## config.mk

```make
export PLATFORM = sky130hd
export DESIGN_NAME = a2d_intf
export DESIGN_NICKNAME = d
export VERILOG_FILES = /design/src/rtl/a2d_intf.sv
export SDC_FILE = /design/constraint.sdc
export NUM_CORES = 1
export LEC_CHECK = 0
export BUFFER_PORTS_ARGS = -buffer_cell sky130_fd_sc_hd__buf_2
export CAP_MARGIN = 20
export CELL_PAD_IN_SITES_DETAIL_PLACEMENT = 0
export CELL_PAD_IN_SITES_GLOBAL_PLACEMENT = 2
export CORE_MARGIN = 4
export CORE_UTILIZATION = 36
export CTS_BUF_LIST = sky130_fd_sc_hd__clkbuf_16
export DETAILED_ROUTE_END_ITERATION = 7
export PLACE_DENSITY = 0.76
export SLEW_MARGIN = 20
export SYNTH_ARGS = -nofsm -noshare
export SYNTH_HDL_FRONTEND = slang
export SYNTH_SLANG_ARGS = --single-unit
```

## constraint.sdc

```tcl
create_clock -name clk -period 2.95 [get_ports clk]
set_clock_uncertainty 0.15 [all_clocks]
set_input_delay 0 -clock clk [delete_from_list [all_inputs] [get_ports clk]]
set_output_delay 0 -clock clk [all_outputs]
set_load 0.02 [all_outputs]
```

## src/rtl/a2d_intf.sv

```systemverilog
// a2d_intf: SPI mode-3 master for an ADC128S-style converter.
// Accepts a channel and start strobe, runs two 16-bit frames, and returns
// the 12-bit result with a level completion flag.
// Optional feature macro: A2D_CHNNL_REUSE_EN. When it is defined, a repeat
// request for the last completed channel skips the first frame and the gap.
//
// state | meaning
// IDLE  | waiting for strt_cnv; SS_n high, SCLK high
// TXN1  | first frame; addresses the channel, returned data discarded
// GAP   | SS_n high for GAP_CLKS cycles between frames
// TXN2  | second frame; returned data becomes res

module a2d_intf #(
    parameter int GAP_CLKS = 32
) (
    input  logic        clk,
    input  logic        rst_n,
    input  logic        strt_cnv,
    input  logic [2:0]  chnnl,
    output logic        cnv_cmplt,
    output logic [11:0] res,
    output logic        SS_n,
    output logic        SCLK,
    output logic        MOSI,
    input  logic        MISO
);

    localparam int GW = $clog2(GAP_CLKS);
    localparam logic [GW-1:0] GAP_LOAD = GW'(GAP_CLKS - 1);
    localparam logic [GW-1:0] GAP_ONE  = GW'(1);
    localparam logic [4:0]    DIV_PRE  = 5'b10111;
    // The start edge both preloads and counts, so the first SCLK fall lands
    // eight clocks after SS_n drops.
    localparam logic [4:0]    DIV_START = DIV_PRE + 5'd1;

    typedef enum logic [1:0] {
        IDLE = 2'd0,
        TXN1 = 2'd1,
        GAP  = 2'd2,
        TXN2 = 2'd3
    } state_t;

    state_t          r_state;
    state_t          w_state_nxt;

    logic [4:0]      r_div;
    logic [4:0]      r_fall_cnt;
    logic [GW-1:0]   r_gap_cnt;
    logic [15:0]     r_shift;
    logic            r_miso;
    logic [2:0]      r_chnnl;
    logic            r_ss_n;
    logic            r_cnv_cmplt;
    logic [11:0]     r_res;

    logic            w_accept;
    logic            w_in_txn;
    logic            w_sclk_rise;
    logic            w_sclk_fall;
    logic            w_frame_end;
    logic            w_txn2_done;
    logic            w_gap_done;
    logic            w_reuse_hit;
    logic [15:0]     w_cmd;
    logic [15:0]     w_cmd_new;
    logic [15:0]     w_shift_in;

    assign w_accept    = (r_state == IDLE) && strt_cnv;
    assign w_in_txn    = (r_state == TXN1) || (r_state == TXN2);
    assign w_sclk_rise = w_in_txn && (r_div == 5'd15);
    assign w_sclk_fall = w_in_txn && (r_div == 5'd31);
    // After the 16th fall the divider wraps through 0..23; 23 is the edge
    // where a 17th fall would otherwise begin, so the frame closes there.
    assign w_frame_end = w_in_txn && (r_fall_cnt == 5'd16) && (r_div == DIV_PRE);
    assign w_txn2_done = w_frame_end && (r_state == TXN2);
    assign w_gap_done  = (r_state == GAP) && (r_gap_cnt == '0);
    assign w_cmd       = {2'b00, r_chnnl, 11'h000};
    assign w_cmd_new   = {2'b00, chnnl, 11'h000};
    assign w_shift_in  = {r_shift[14:0], r_miso};

`ifdef A2D_CHNNL_REUSE_EN
    logic [2:0] r_last_ch;
    logic       r_last_vld;

    assign w_reuse_hit = r_last_vld && (r_last_ch == chnnl);

    // Remember the channel addressed by the last completed conversion.
    always_ff @(posedge clk) begin
        if (!rst_n) begin
            r_last_ch  <= '0;
            r_last_vld <= 1'b0;
        end else if (w_txn2_done) begin
            r_last_ch  <= r_chnnl;
            r_last_vld <= 1'b1;
        end
    end
`else
    assign w_reuse_hit = 1'b0;
`endif

    // State register.
    always_ff @(posedge clk) begin
        if (!rst_n) r_state <= IDLE;
        else        r_state <= w_state_nxt;
    end

    // Next-state decode.
    always_comb begin
        w_state_nxt = r_state;
        case (r_state)
            IDLE: if (strt_cnv)    w_state_nxt = w_reuse_hit ? TXN2 : TXN1;
            TXN1: if (w_frame_end) w_state_nxt = GAP;
            GAP:  if (w_gap_done)  w_state_nxt = TXN2;
            TXN2: if (w_frame_end) w_state_nxt = IDLE;
            default:               w_state_nxt = IDLE;
        endcase
    end

    // SCLK divider and falling-edge counter; both rest at zero outside frames.
    always_ff @(posedge clk) begin
        if (!rst_n) begin
            r_div      <= '0;
            r_fall_cnt <= '0;
        end else if (w_accept || w_gap_done) begin
            r_div      <= DIV_START;
            r_fall_cnt <= '0;
        end else if (w_frame_end || !w_in_txn) begin
            r_div      <= '0;
            r_fall_cnt <= '0;
        end else begin
            r_div <= r_div + 5'd1;
            if (w_sclk_fall) r_fall_cnt <= r_fall_cnt + 5'd1;
        end
    end

    // Inter-frame gap down-counter.
    always_ff @(posedge clk) begin
        if (!rst_n)                                  r_gap_cnt <= '0;
        else if (w_frame_end && (r_state == TXN1))   r_gap_cnt <= GAP_LOAD;
        else if ((r_state == GAP) && !w_gap_done)    r_gap_cnt <= r_gap_cnt - GAP_ONE;
    end

    // Shift register: command out on MOSI, converter data in from MISO.
    // The first fall leaves bit 15 in place because it has not been sampled yet.
    always_ff @(posedge clk) begin
        if (!rst_n) begin
            r_shift <= '0;
            r_miso  <= 1'b0;
        end else if (w_accept) begin
            r_shift <= w_cmd_new;
        end else if (w_frame_end) begin
            r_shift <= (r_state == TXN1) ? w_cmd : 16'h0000;
        end else begin
            if (w_sclk_rise) r_miso <= MISO;
            if (w_sclk_fall && (r_fall_cnt != 5'd0)) r_shift <= w_shift_in;
        end
    end

    // Chip select, latched channel, result and completion flag.
    always_ff @(posedge clk) begin
        if (!rst_n) begin
            r_ss_n      <= 1'b1;
            r_chnnl     <= '0;
            r_cnv_cmplt <= 1'b0;
            r_res       <= '0;
        end else begin
            if (w_accept) begin
                r_chnnl     <= chnnl;
                r_cnv_cmplt <= 1'b0;
            end
            if (w_accept || w_gap_done) r_ss_n <= 1'b0;
            else if (w_frame_end)       r_ss_n <= 1'b1;
            if (w_txn2_done) begin
                r_res       <= w_shift_in[11:0];
                r_cnv_cmplt <= 1'b1;
            end
        end
    end

    assign SS_n      = r_ss_n;
    assign SCLK      = w_in_txn ? r_div[4] : 1'b1;
    assign MOSI      = r_shift[15];
    assign cnv_cmplt = r_cnv_cmplt;
    assign res       = r_res;

endmodule

```

; ---- Word-level counts from Yosys, hierarchy flattened
; Index checks and enable logic that the tools add are counted.
[word_totals]
regBits = 51
in_bits = 7
output_inout_bits = 16
wordCells = 74
[op_classes]
n_addsub = 3
n_eq_ne = 11
muxes = 18
n_bitwise = 3
n_reduce_logical = 27
[op_table]
columns = cell, count
row1 = 16-bit two-way mux, 2
row2 = 14-bit two-way mux, 2
row3 = 5-bit two-way mux, 4
row4 = "5-bit equality test, second input constant", 3
row5 = "5-bit by 1-bit adder with 5-bit output, second input constant", 2
row6 = 1-bit logical AND, 10
row7 = 2-bit two-way mux, 4
row8 = "2-bit inequality test, second input constant", 4
row9 = 2-bit case mux with 4 select lines, 1
row10 = 2-bit nonzero test, 4
row11 = "5-bit by 4-bit equality test with 1-bit output, second input constant", 1
row12 = 5-bit logical NOT, 1
row13 = 1-bit two-way mux, 5
row14 = 5-bit nonzero test, 1
row15 = "5-bit by 1-bit subtractor with 5-bit output, second input constant", 1
row16 = "2-bit equality test, second input constant", 2
row17 = 4-bit AND reduction, 1
row18 = 1-bit logical OR, 3
row19 = 1-bit inverter, 3
row20 = 3-bit AND reduction, 1
row21 = 3-bit nonzero test, 1
row22 = 3-bit OR reduction, 1
row23 = "2-bit by 1-bit equality test with 1-bit output, second input constant", 1
row24 = 1-bit logical NOT, 2
row25 = 2 further kinds, 2

; ---- Longest topological paths before layout
; Gate-level depths: netlist (run 1).
[depth]
depth_word = 7
mapped_depth = 10

; ---- Worst setup path after synthesis (run 1)
; Ideal clock, no wire load.
[synth_timing]
kind = reg-to-reg
start = reg r_state[1]
end = reg r_shift[11]
arrival_time_ns = 1.781
path_slack_ns = 0.901
stages_incl_launch_ff = 9
path_buffers = 2
synth_period_minus_slack_ns = 2.049
cell_sequence = dfxtp_1 -> inv_1 -> ha_1 -> buf_6 -> nor2_2 -> and4b_1 -> buf_6 -> or3_1 -> a32o_1
[synth_between]
elab_chain_len = 6
elab_cells_between_ends = 13
classes_between = eq/ne: 2 / mux: 3 / reduce/logical: 8
[synth_lines]
columns = element, line_no
row1 = "start, declared", 43  ; state_t r_state;
row2 = "start signal, assigned", 104  ; else r_state <= w_state_nxt;
row3 = 2-bit by 1-bit equality test with 1-bit output / 2-bit equality test (equally long branches), "69, 152"
row4 = 1-bit logical OR, 69  ; assign w_in_txn = (r_state == TXN1) || (r_state == TXN2);
row5 = 1-bit logical AND (2 in a row), 74  ; assign w_frame_end = w_in_txn && (r_fall_cnt == 5'd16) && (r_div == DIV_PRE);
row6 = 16-bit two-way mux, 151  ; end else if (w_frame_end) begin
row7 = 14-bit two-way mux, 149  ; end else if (w_accept) begin
row8 = "end signal, assigned", 150  ; r_shift <= w_cmd_new;
row9 = "end signal, assigned", 152  ; r_shift <= (r_state == TXN1) ? w_cmd : 16'h0000;
row10 = "end signal, assigned", 155  ; if (w_sclk_fall && (r_fall_cnt != 5'd0)) r_shift <= w_shift_in;
row11 = "end, declared", 49  ; logic [15:0] r_shift;
; Parallel ways exist; a longest one is shown, timed or not.
; A chain may end at the register's enable or synchronous reset.

; ---- Worst setup path in the final report (run 1)
[layout_timing]
start = reg r_state[1]
end = reg r_miso
[layout_between]
elab_chain_len = 6
elab_cells_between_ends = 11
classes_between = eq/ne: 2 / bitwise: 2 / reduce/logical: 7
[layout_lines]
columns = element, line_no
row1 = 2-bit by 1-bit equality test with 1-bit output / 2-bit equality test (equally long branches), 69
row2 = 1-bit logical OR, 69
row3 = 1-bit logical AND (2 in a row), 74
row4 = 1-bit inverter (no source line), -
row5 = 3-bit AND reduction (no source line) *, -
row6 = "end signal, assigned", 148  ; r_miso <= 1'b0;
row7 = "end signal, assigned", 154  ; if (w_sclk_rise) r_miso <= MISO;
row8 = "end, declared", 50  ; logic r_miso;
; Mark *: on every way between the ends. The rest lies on a longest branch, timed or not.

==> impl_results.md, run 1 <==
* Die area at roughly 7500 um^2
* Max IR drop VDD at 0.0003049 V
* Synthesized area at 2221 um^2
* Largest net degree at the start of global routing at 24
* Post-CTS setup repair buffer count at 0
* MaxCap Viol Count at 0
* CTS tree: done
* R2r setup slk at about 0.54 ns
* CTS max path bufs at 2
* WP buf/inv at 2
* Critical Path AT at roughly 2.5 ns
* RSZ-0062 raised after global routing: no
* Num CTS Buffers at 5
* CP cell instances: inv_1 > ha_1 > nor2_2 > a31oi_1 > nand3_1 > mux2i_1 > dlygate4sd3_1
* EDFF count, synth at 0
* Sequential share of the synthesized area at 45.97%
* Slowest-stage cell, CP: dlygate4sd3_1
* Die W at 86.55 um
* Hold Buf Count CTS at 8
* Layout cells sized above 1 at around 16%
* Startpoint Class: flip-flop
* Hold path startpoint: res[4]$_SDFFE_PN0P_
* Status: finished clean
* CTS resizes at 0
* R2R cell count at 7
* # IOs at 23
* GRT Resource Usage Total at between 10% and 20%
* Seq cells post-synth at between 50 and 60
* Slew headroom at about 50%
* Diode count at 0
* Final Hold Viols at 0
* Via density at between 5 and 6
* Crit-path leading delay family: buffers and inverters
* Hold Path Stages at 2
* Setup TNS at 0 ns
* PortBufs at 22
* Worst reg2reg path endpoint: r_miso$_SDFFE_PN0P_
* Pwr per Cell Area at approximately 660 nW/um^2
* CP max FO at 9
* Vias in the first global route at 1669
* Grt total ovfl at 0
* Post-synth ARST share at 0%
* DRT iter0 DRCs at 48
* Synth Area per Inst at 9.215 um^2
* Top post-synthesis cells by count: dfxtp_1 (51), nand2_1 (36), a21oi_1 (24)
* GPL Wtd Cong at 0.7782
* # setup viols final at 0
* Die H at 86.55 um
* Top post-synthesis cells by area: dfxtp_1 (46%), ha_1 (6.2%), nand2_1 (6.1%)
* Detail Route Antenna Nets at 0
* H-tree Lvls at 2
* Area Growth Syn to Fin at 18.08%
* Initial core utilization at 37.29%
* Yosys warnings at 0
* Via count at 1756
* # DRC at 0
* Crit end category: flip-flop
* CTS clk-pin slew, worst paths at around 0.070 ns
* Kind of critical path: flip-flop to flip-flop
* Syn Inst Count at approximately 240
* Fmax at 0.4141 GHz
* Synth cell types at 39
* Max stage delay on crit path at 0.54 ns
* Worst min-delay path endpoint: res[4]$_SDFFE_PN0P_
* Clk Latency, worst-skew pair at around 0.29 ns
* Pleak at around 1.0 nW
* Post-synth net total at roughly 260
* Antenna violations before repair at 0
* Root Buffer: clkbuf_16
* Count leader, synth: dfxtp_1
* Row cnt at 28
* Worst EP required at 2.98 ns
* Total power at roughly 1.7 mW
* Final min period at ~2.4 ns
* Area of placed instances at roughly 2400 um^2
* WL final at 4.915 mm
* Area of the core at slightly below 6000 um^2
* DR WL/cell at between 10 and 15 um
* Area share of the largest cell type after synthesis at roughly 46%
* Final Cycle Share at about four fifths
* Worst Hold Class: flip-flop to flip-flop
* Hpwl dp at approximately 3.4 mm
* Ys flop type: dfxtp_1
* Sink Count at between 50 and 60
* First-pass iteration count of the detailed router at 4
* Fill cell count at 628
* Slew Limit Fails at 0
* Global-route wire length before repair at around 8.3 mm
* Worst flop-to-flop path startpoint: r_state[1]$_SDFFE_PN0P_
* Worst-margin pin slew at between 0.7 and 0.8 ns
* Synth area leader: dfxtp_1
* Nets@finish at between 200 and 300
* Fin area at between 2000 and 3000 um^2
flip-flops by register name (all words and copies together) (netlist names):
name and count:
r_miso 1, cnv_cmplt 1, r_shift 16, r_state 2
r_chnnl 3, r_gap_cnt 5, SS_n 1, res 12
r_div 5, r_fall_cnt 5
layout by cell type (no fill, tap or decap), drive strengths merged:
cell and n:
buf 28, o22ai 2, or4b 1, or3 3
mux2 1, a32o 3, a31oi 1, clkinv 2
ha 11, and3 1, dfxtp 51, xor2 6
o211ai 2, a22o 11, mux2i 5, nor4b 1
nand2 36, clkbuf 5, nand4 3, nor3b 1
xnor2 2, a211oi 2, and4b 2, a221o 1
o21ai 4, o21a 3, or2 1, a21o 1
inv 11, a21oi 24, nor3 7, a2111oi 1
nor2 11, nand3 20, o31ai 1, dlygate4sd3 8
tightest hold or removal path: cells and delay by family (launching register included):
family / cells / cell delay [ns]
flip-flops: 1 / 0.31
AND/OR/NAND/NOR: 1 / 0.05
AO/OA/AOI/OAI: 1 / 0.05
area by class of cell:
type                       count  area, um^2  area share [%]
multi-input combinational    168        1081           41.22
sequential                    51        1021           38.93
timing repair buffer          36       235.2           8.969
clock buffer                   5       125.1           4.771
tap                           75       93.84           3.578
inverter                      10       37.54           1.431
clock inverter                 3       28.78           1.097
metrics by stage:
stage	std cells	worst slack, ns	hold slack [ns]	util, %
floorplan	241	0.9013	-0.02421	-
global placement	332	0.7126	0.09068	40.11
detailed placement	332	0.6457	0.09654	40.11
CTS	348	0.5258	0.3040	44.03
global route	348	0.3480	0.3273	44.03
finish	348	0.5353	0.3004	44.03
cells by family after synthesis:
group	count (synthesis)	synth area share [%]
AOI/OAI and AO/OA	56	16.90
xor gates and xnor gates	8	3.155
adders and majority gates	11	6.197
buffers and inverters	22	5.352
DFF	51	45.97
muxes	6	2.761
and+or+nand+nor	87	19.66
power breakdown:
part           total (mW)  switching [mW]  internal, mW
registers           0.776          0.0386         0.738
clock network       0.596           0.272         0.324
logic               0.368           0.239         0.129
per-layer routing:
| layer | share of wire, % | wire length, um | GRT usage [%] | up-vias |
|---|---|---|---|---|
| li1 | - | - | - | 912 |
| met1 | 52 | 2566 | 20.06 | 811 |
| met2 | 43 | 2118 | 21.35 | 26 |
| met3 | 3.2 | 159 | 3.137 | 7 |
| met4 | 1.4 | 71 | 4.674 | 0 |
| met5 | 0 | 0 | 0 | - |
worst max-delay path by stage:
| stage | start | endpoint | slack [ns] | cells past startpoint |
|---|---|---|---|---|
| after global routing | r_state[1]$_SDFFE_PN0P_ | r_miso$_SDFFE_PN0P_ | 0.35 | 7 |
| final | r_state[1]$_SDFFE_PN0P_ | r_miso$_SDFFE_PN0P_ | 0.54 | 7 |
| after floorplan | r_state[1]$_SDFFE_PN0P_ | r_shift[11]$_SDFFE_PN0P_ | 0.90 | 8 |
| after CTS | r_state[1]$_SDFFE_PN0P_ | r_miso$_SDFFE_PN0P_ | 0.53 | 7 |
| after global placement | r_state[1]$_SDFFE_PN0P_ | r_div[3]$_SDFF_PN0_ | 0.71 | 7 |
| after detailed placement | r_state[1]$_SDFFE_PN0P_ | r_shift[13]$_SDFFE_PN0P_ | 0.65 | 6 |
No activity file was read; power rests on OpenSTA's default activity.
==> inputs of run 2 (changes only) <==
Clock period 2.95 ns to 2.4 ns, I/O delays scaled along.
==> impl_results.md, run 2 (synthesis gave the netlist of run 1 again) <==
* First-pass iteration count of the detailed router at 4
* Area Growth Syn to Fin at 20.28%
* Status: finished clean
* Clock power frac at 33.6%
* Grt total ovfl at 0
* Row cnt at 28
* Cell internal pwr at about 1.5 mW
* Total power at between 2 and 2.5 mW
* CTS tree: done
* Diode count at 0
* Kind of critical path: flip-flop to flip-flop
* Crit end category: flip-flop
* # DRC at 0
* Slew Limit Fails at 0
* DR WL/cell at about 14 um
* Switching share of power at approximately a third
* CTS clk-pin slew, worst paths at about 0.070 ns
* Final Cycle Share at a little over nine tenths
* Vias in the first global route at roughly 1800
* H-tree Lvls at 2
* Max IR drop VDD at between 0.0004 and 0.0005 V
* GPL Wtd Cong at 0.7585
* Fill cell count at a little over 600
* Hpwl dp at 3.456 mm
* WL final at 4.908 mm
* Slew headroom at between 40% and 50%
* Worst reg2reg path endpoint: r_miso$_SDFFE_PN0P_
* Initial core utilization at ~37%
* # setup viols final at 0
* Detail Route Antenna Nets at 0
* Util after Layout at between 40 and 50%
* Global-route wire length before repair at approximately 8.5 mm
* Sw power at 0.6891 mW
* CP max FO at 4
* CTS max path bufs at 2
* RSZ-0062 raised after global routing: no
* Clk Latency, worst-skew pair at 0.29 ns
* PortBufs at 22
* Antenna violations before repair at 0
* Final min period at around 2.3 ns
* Final Hold Viols at 0
* Setup crit end: r_miso$_SDFFE_PN0P_
* Biggest register: r_shift
* Worst flop-to-flop path startpoint: r_div[0]$_SDFF_PP0_
* Max FFs per register at 16
* Pleak at about 1.0 nW
* Nets@finish at 296
* Die W at roughly 87 um
* Fmax at about 0.44 GHz
* Setup TNS at 0 ns
* Pwr per Cell Area at just over 800 nW/um^2
* Startpoint Class: flip-flop
* GRT Resource Usage Total at between 10% and 20%
* Critical path startpoint: r_div[0]$_SDFF_PP0_
* MaxCap Viol Count at 0
* Root Buffer: clkbuf_16
* R2r setup slk at 0.12 ns
* Die H at just under 90 um
* Sink Count at 51
* Via count at between 1500 and 2000
* Area of the core at 5956 um^2
* Area of the multi-input gates at roughly 1100 um^2
* Critical Path AT at roughly 2.3 ns
* Die area at ~7500 um^2
* Num CTS Buffers at 5
* Most frequent cells in the layout: dfxtp_1 (51), nand2_1 (36), a21oi_1 (24)
* Largest net degree at the start of global routing at 24
* Storage cell area at a little over 1000 um^2
* Commonest non-fill, non-tap cell in the layout: dfxtp_1
* # IOs at 23
* Worst EP required at around 2.4 ns
* DRT iter0 DRCs at 82
* Sequential Power Share at ~44%
* Combinational power share at 22.8%
* R2R cell count at 7
* Via density at around 5.0
* Layout cells sized above 1 at 17.92%
* Worst Hold Class: flip-flop to flip-flop
* Worst-margin pin slew at ~0.75 ns
run 2: changes by cell type in the layout (fill, tap and decap cells not counted), sizes merged:
cell    previous run  this run
buf               28        34
clkinv             2         1
inv               11        12
run 2: per-stage QoR:
stage               instance area, um^2  hold WS (ns)  worst slack, ns  instances
detailed placement                 2426       0.09527           0.2255        337
CTS                                2658        0.3052          0.08880        353
finish                             2671        0.3000           0.1199        354
floorplan                          2221      -0.02421           0.3513        241
global placement                   2426       0.08977           0.2340        337
global route                       2671        0.3231          0.01531        354
run 2: routing by layer:
layer	global-route usage, %	routed length (um)	share of wire (%)	vias to the layer above
li1	-	-	-	924
met1	19.74	2534	52	819
met2	22.18	2160	44	26
met3	3.232	149	3.0	5
met4	4.249	63	1.3	0
met5	0	0	0	-
run 2: power groups by stage:
stage,Sequential (mW),Clock [mW],Combinational (mW)
final,0.953,0.735,0.498
after global placement,0.971,0,0.494
after global routing,0.964,0.788,0.561
after CTS,0.953,0.754,0.499
after floorplan,0.969,0,0.328
after detailed placement,0.973,0,0.487
run 2: critical path, cell delays in order (launching register included):
cell and delay (ns):
dfxtp_1 0.33, ha_1 0.26, and4b_1 0.25, a31oi_2 0.25, buf_4 0.16, nand3_1 0.09
mux2i_1 0.13, dlygate4sd3_1 0.54
run 2: worst min path at each step:
stage | startpoint | endpoint | slack (ns) | cells past startpoint
2_1_floorplan | chnnl[0] | r_shift[11]$_SDFFE_PN0P_ | -0.02 | 1
3_3_place_gp | chnnl[1] | r_shift[12]$_SDFFE_PN0P_ | 0.09 | 2
3_5_place_dp | chnnl[0] | r_shift[11]$_SDFFE_PN0P_ | 0.1 | 2
4_1_cts | res[5]$_SDFFE_PN0P_ | res[5]$_SDFFE_PN0P_ | 0.31 | 2
5_1_grt | res[9]$_SDFFE_PN0P_ | res[9]$_SDFFE_PN0P_ | 0.32 | 2
6_report | res[5]$_SDFFE_PN0P_ | res[5]$_SDFFE_PN0P_ | 0.30 | 2
run 2: cell type report:
class / instances / area share (%)
clock buffers: 5 / 4.684
clock inverters: 3 / 0.9836
inverters: 10 / 1.405
multi-input cells: 168 / 40.70
flip-flops and latches: 51 / 38.22
well taps: 75 / 3.513
repair buffers: 42 / 10.49
run 2: timing repair:
action	CTS	global route
setup buffers	0	1
gates resized for setup	0	1
hold endpoints to repair	11	0
hold buffers	8	0
setup endpoints to repair	0	1
==> inputs of run 3 (changes only) <==
Settings changed: CORE_MARGIN 4 to default.
==> impl_results.md, run 3 (synthesis gave the netlist of run 1 again) <==
* CTS clk-pin slew, worst paths at around 0.070 ns
* # DRC at 0
* # setup viols final at 0
* Die area at 6488 um^2
* CTS max path bufs at 2
* CP cell instances: ha_1 > and4b_1 > a31oi_2 > buf_4 > nand3_1 > mux2i_1 > dlygate4sd3_1
* R2r setup slk at 0.12 ns
* Setup TNS at 0 ns
* Final min period at between 2 and 2.5 ns
* Max IR drop VDD at approximately 0.00033 V
* Num CTS Buffers at 5
* Total power at between 2 and 2.5 mW
* # IOs at 23
* Final Hold Viols at 0
* GPL Wtd Cong at 0.7378
* Pwr per Cell Area at a little over 800 nW/um^2
* Root Buffer: clkbuf_16
* Combinational power share at between 20% and 30%
* DRT met1 WL at 2.434 mm
* Final setup margin at roughly 0.12 ns
* Row cnt at 28
* Slowest-stage cell, CP: dlygate4sd3_1
* Via count at roughly 1800
* Clk Latency, worst-skew pair at 0.29 ns
* Worst Setup Slack post-DPL at roughly 0.26 ns
* Via density at 4.983
* Post-CTS setup repair buffer count at 0
* H-tree Lvls at 2
* Sequential Power Share at between 40% and 50%
* Slew headroom at 52.71%
* Sw power at between 0.6 and 0.7 mW
* Area Growth Syn to Fin at 20.51%
* Slew Limit Fails at 0
* Hpwl dp at 3.382 mm
* Grt total ovfl at 0
* DR WL/cell at between 10 and 15 um
* Crit end category: flip-flop
* Kind of critical path: flip-flop to flip-flop
* Max FFs per register at 16
* MaxCap Viol Count at 0
* Largest net degree at the start of global routing at 24
* Sink Count at 51
* Pleak at roughly 1.1 nW
* Highest Signal Layer: met4
* Diode count at 0
* Final Cycle Share at 95.16%
* Area of the core at about 6000 um^2
* Met3 wire len at between 100 and 150 um
* Vias in the first global route at 1653
* Global-route wire length before repair at between 7 and 8 mm
* Met2 wire length at between 2 and 2.5 mm
* Detail Route Antenna Nets at 0
* Fill cell count at between 600 and 700
* Nets@finish at ~300
* First-pass iteration count of the detailed router at 4
* Worst-margin pin slew at around 0.71 ns
* Worst Hold Class: flip-flop to flip-flop
* Antenna violations before repair at 0
* Fmax at between 0.4 and 0.5 GHz
* Worst EP required at 2.42 ns
* Layout cells sized above 1 at 18.28%
* Die W at between 80 and 90 um
* Switching share of power at between 30% and 40%
* Status: finished clean
* PortBufs at 22
* Critical Path AT at around 2.3 ns
* Startpoint Class: flip-flop
* Biggest register: r_shift
* DRT iter0 DRCs at 55
* CTS tree: done
* GRT Resource Usage Total at between 10% and 20%
* Die H at ~80 um
* Max stage delay on crit path at around 0.57 ns
* WL final at roughly 4.7 mm
* RSZ-0062 raised after global routing: no
* Clock power frac at approximately 34%
* Initial core utilization at between 30% and 40%
* Commonest non-fill, non-tap cell in the layout: dfxtp_1
* CP max FO at 4
* Cell internal pwr at around 1.5 mW
* Most frequent cells in the layout: dfxtp_1 (51), nand2_1 (36), a21oi_1 (24)
## run 3: stage by stage
step | instance area, um^2 | util [%] | hold WS, ns | std cells
floorplan | 2221 | - | -0.02421 | 241
global placement | 2434 | 41.10 | 0.08538 | 338
detailed placement | 2434 | 41.10 | 0.08836 | 338
CTS | 2668 | 45.05 | 0.3057 | 354
global route | 2676 | 45.20 | 0.3201 | 354
finish | 2676 | 45.20 | 0.2980 | 354
## run 3: final cells by class
cell class / instances / area, um^2 / share of cell area [%]
clock buffers: 5 / 125.1 / 4.675
well taps: 75 / 93.84 / 3.506
inverters: 10 / 37.54 / 1.403
repair buffers: 42 / 280.3 / 10.47
clock inverters: 3 / 28.78 / 1.075
flip-flops and latches: 51 / 1021 / 38.15
multi-input cells: 168 / 1090 / 40.72
## run 3: power by group through the flow
| stage | Clock [mW] | Sequential, mW | Combinational, mW |
|---|---|---|---|
| 6_report | 0.732 | 0.954 | 0.500 |
| 5_1_grt | 0.784 | 0.962 | 0.556 |
| 4_1_cts | 0.757 | 0.954 | 0.495 |
| 3_5_place_dp | 0 | 0.973 | 0.484 |
| 3_3_place_gp | 0 | 0.973 | 0.496 |
| 2_1_floorplan | 0 | 0.969 | 0.328 |
## run 3: routing by layer
layer | up-vias | GRT usage [%]
met5 | - | 0
met2 | 23 | 24.83
li1 | 927 | -
met1 | 812 | 21.45
met4 | 0 | 4.286
met3 | 2 | 3.750
## run 3: final timing paths
path,start,endpoint,cells past startpoint
hold reg to reg,r_div[0]$_SDFF_PP0_,r_div[0]$_SDFF_PP0_,1
hold / removal,r_div[0]$_SDFF_PP0_,r_div[0]$_SDFF_PP0_,1
setup / recovery,r_div[0]$_SDFF_PP0_,r_miso$_SDFFE_PN0P_,7
setup reg to reg,r_div[0]$_SDFF_PP0_,r_miso$_SDFFE_PN0P_,7
## run 3: critical path, delay by kind of cell (launching register included)
family	cells	cell delay, ns
AOI/OAI and AO/OA	1	0.24
DFF	1	0.32
buffers and inverters	2	0.73
muxes	1	0.13
adders and majority gates	1	0.25
and+or+nand+nor	2	0.34
## run 3: what timing repair did
| item | 4_1_cts | 5_1_grt |
|---|---|---|
| endpoints found under the setup margin | 0 | 1 |
| hold buffers | 8 | 0 |
| hold endpoints to repair | 11 | 0 |
| resized for setup | 0 | 2 |
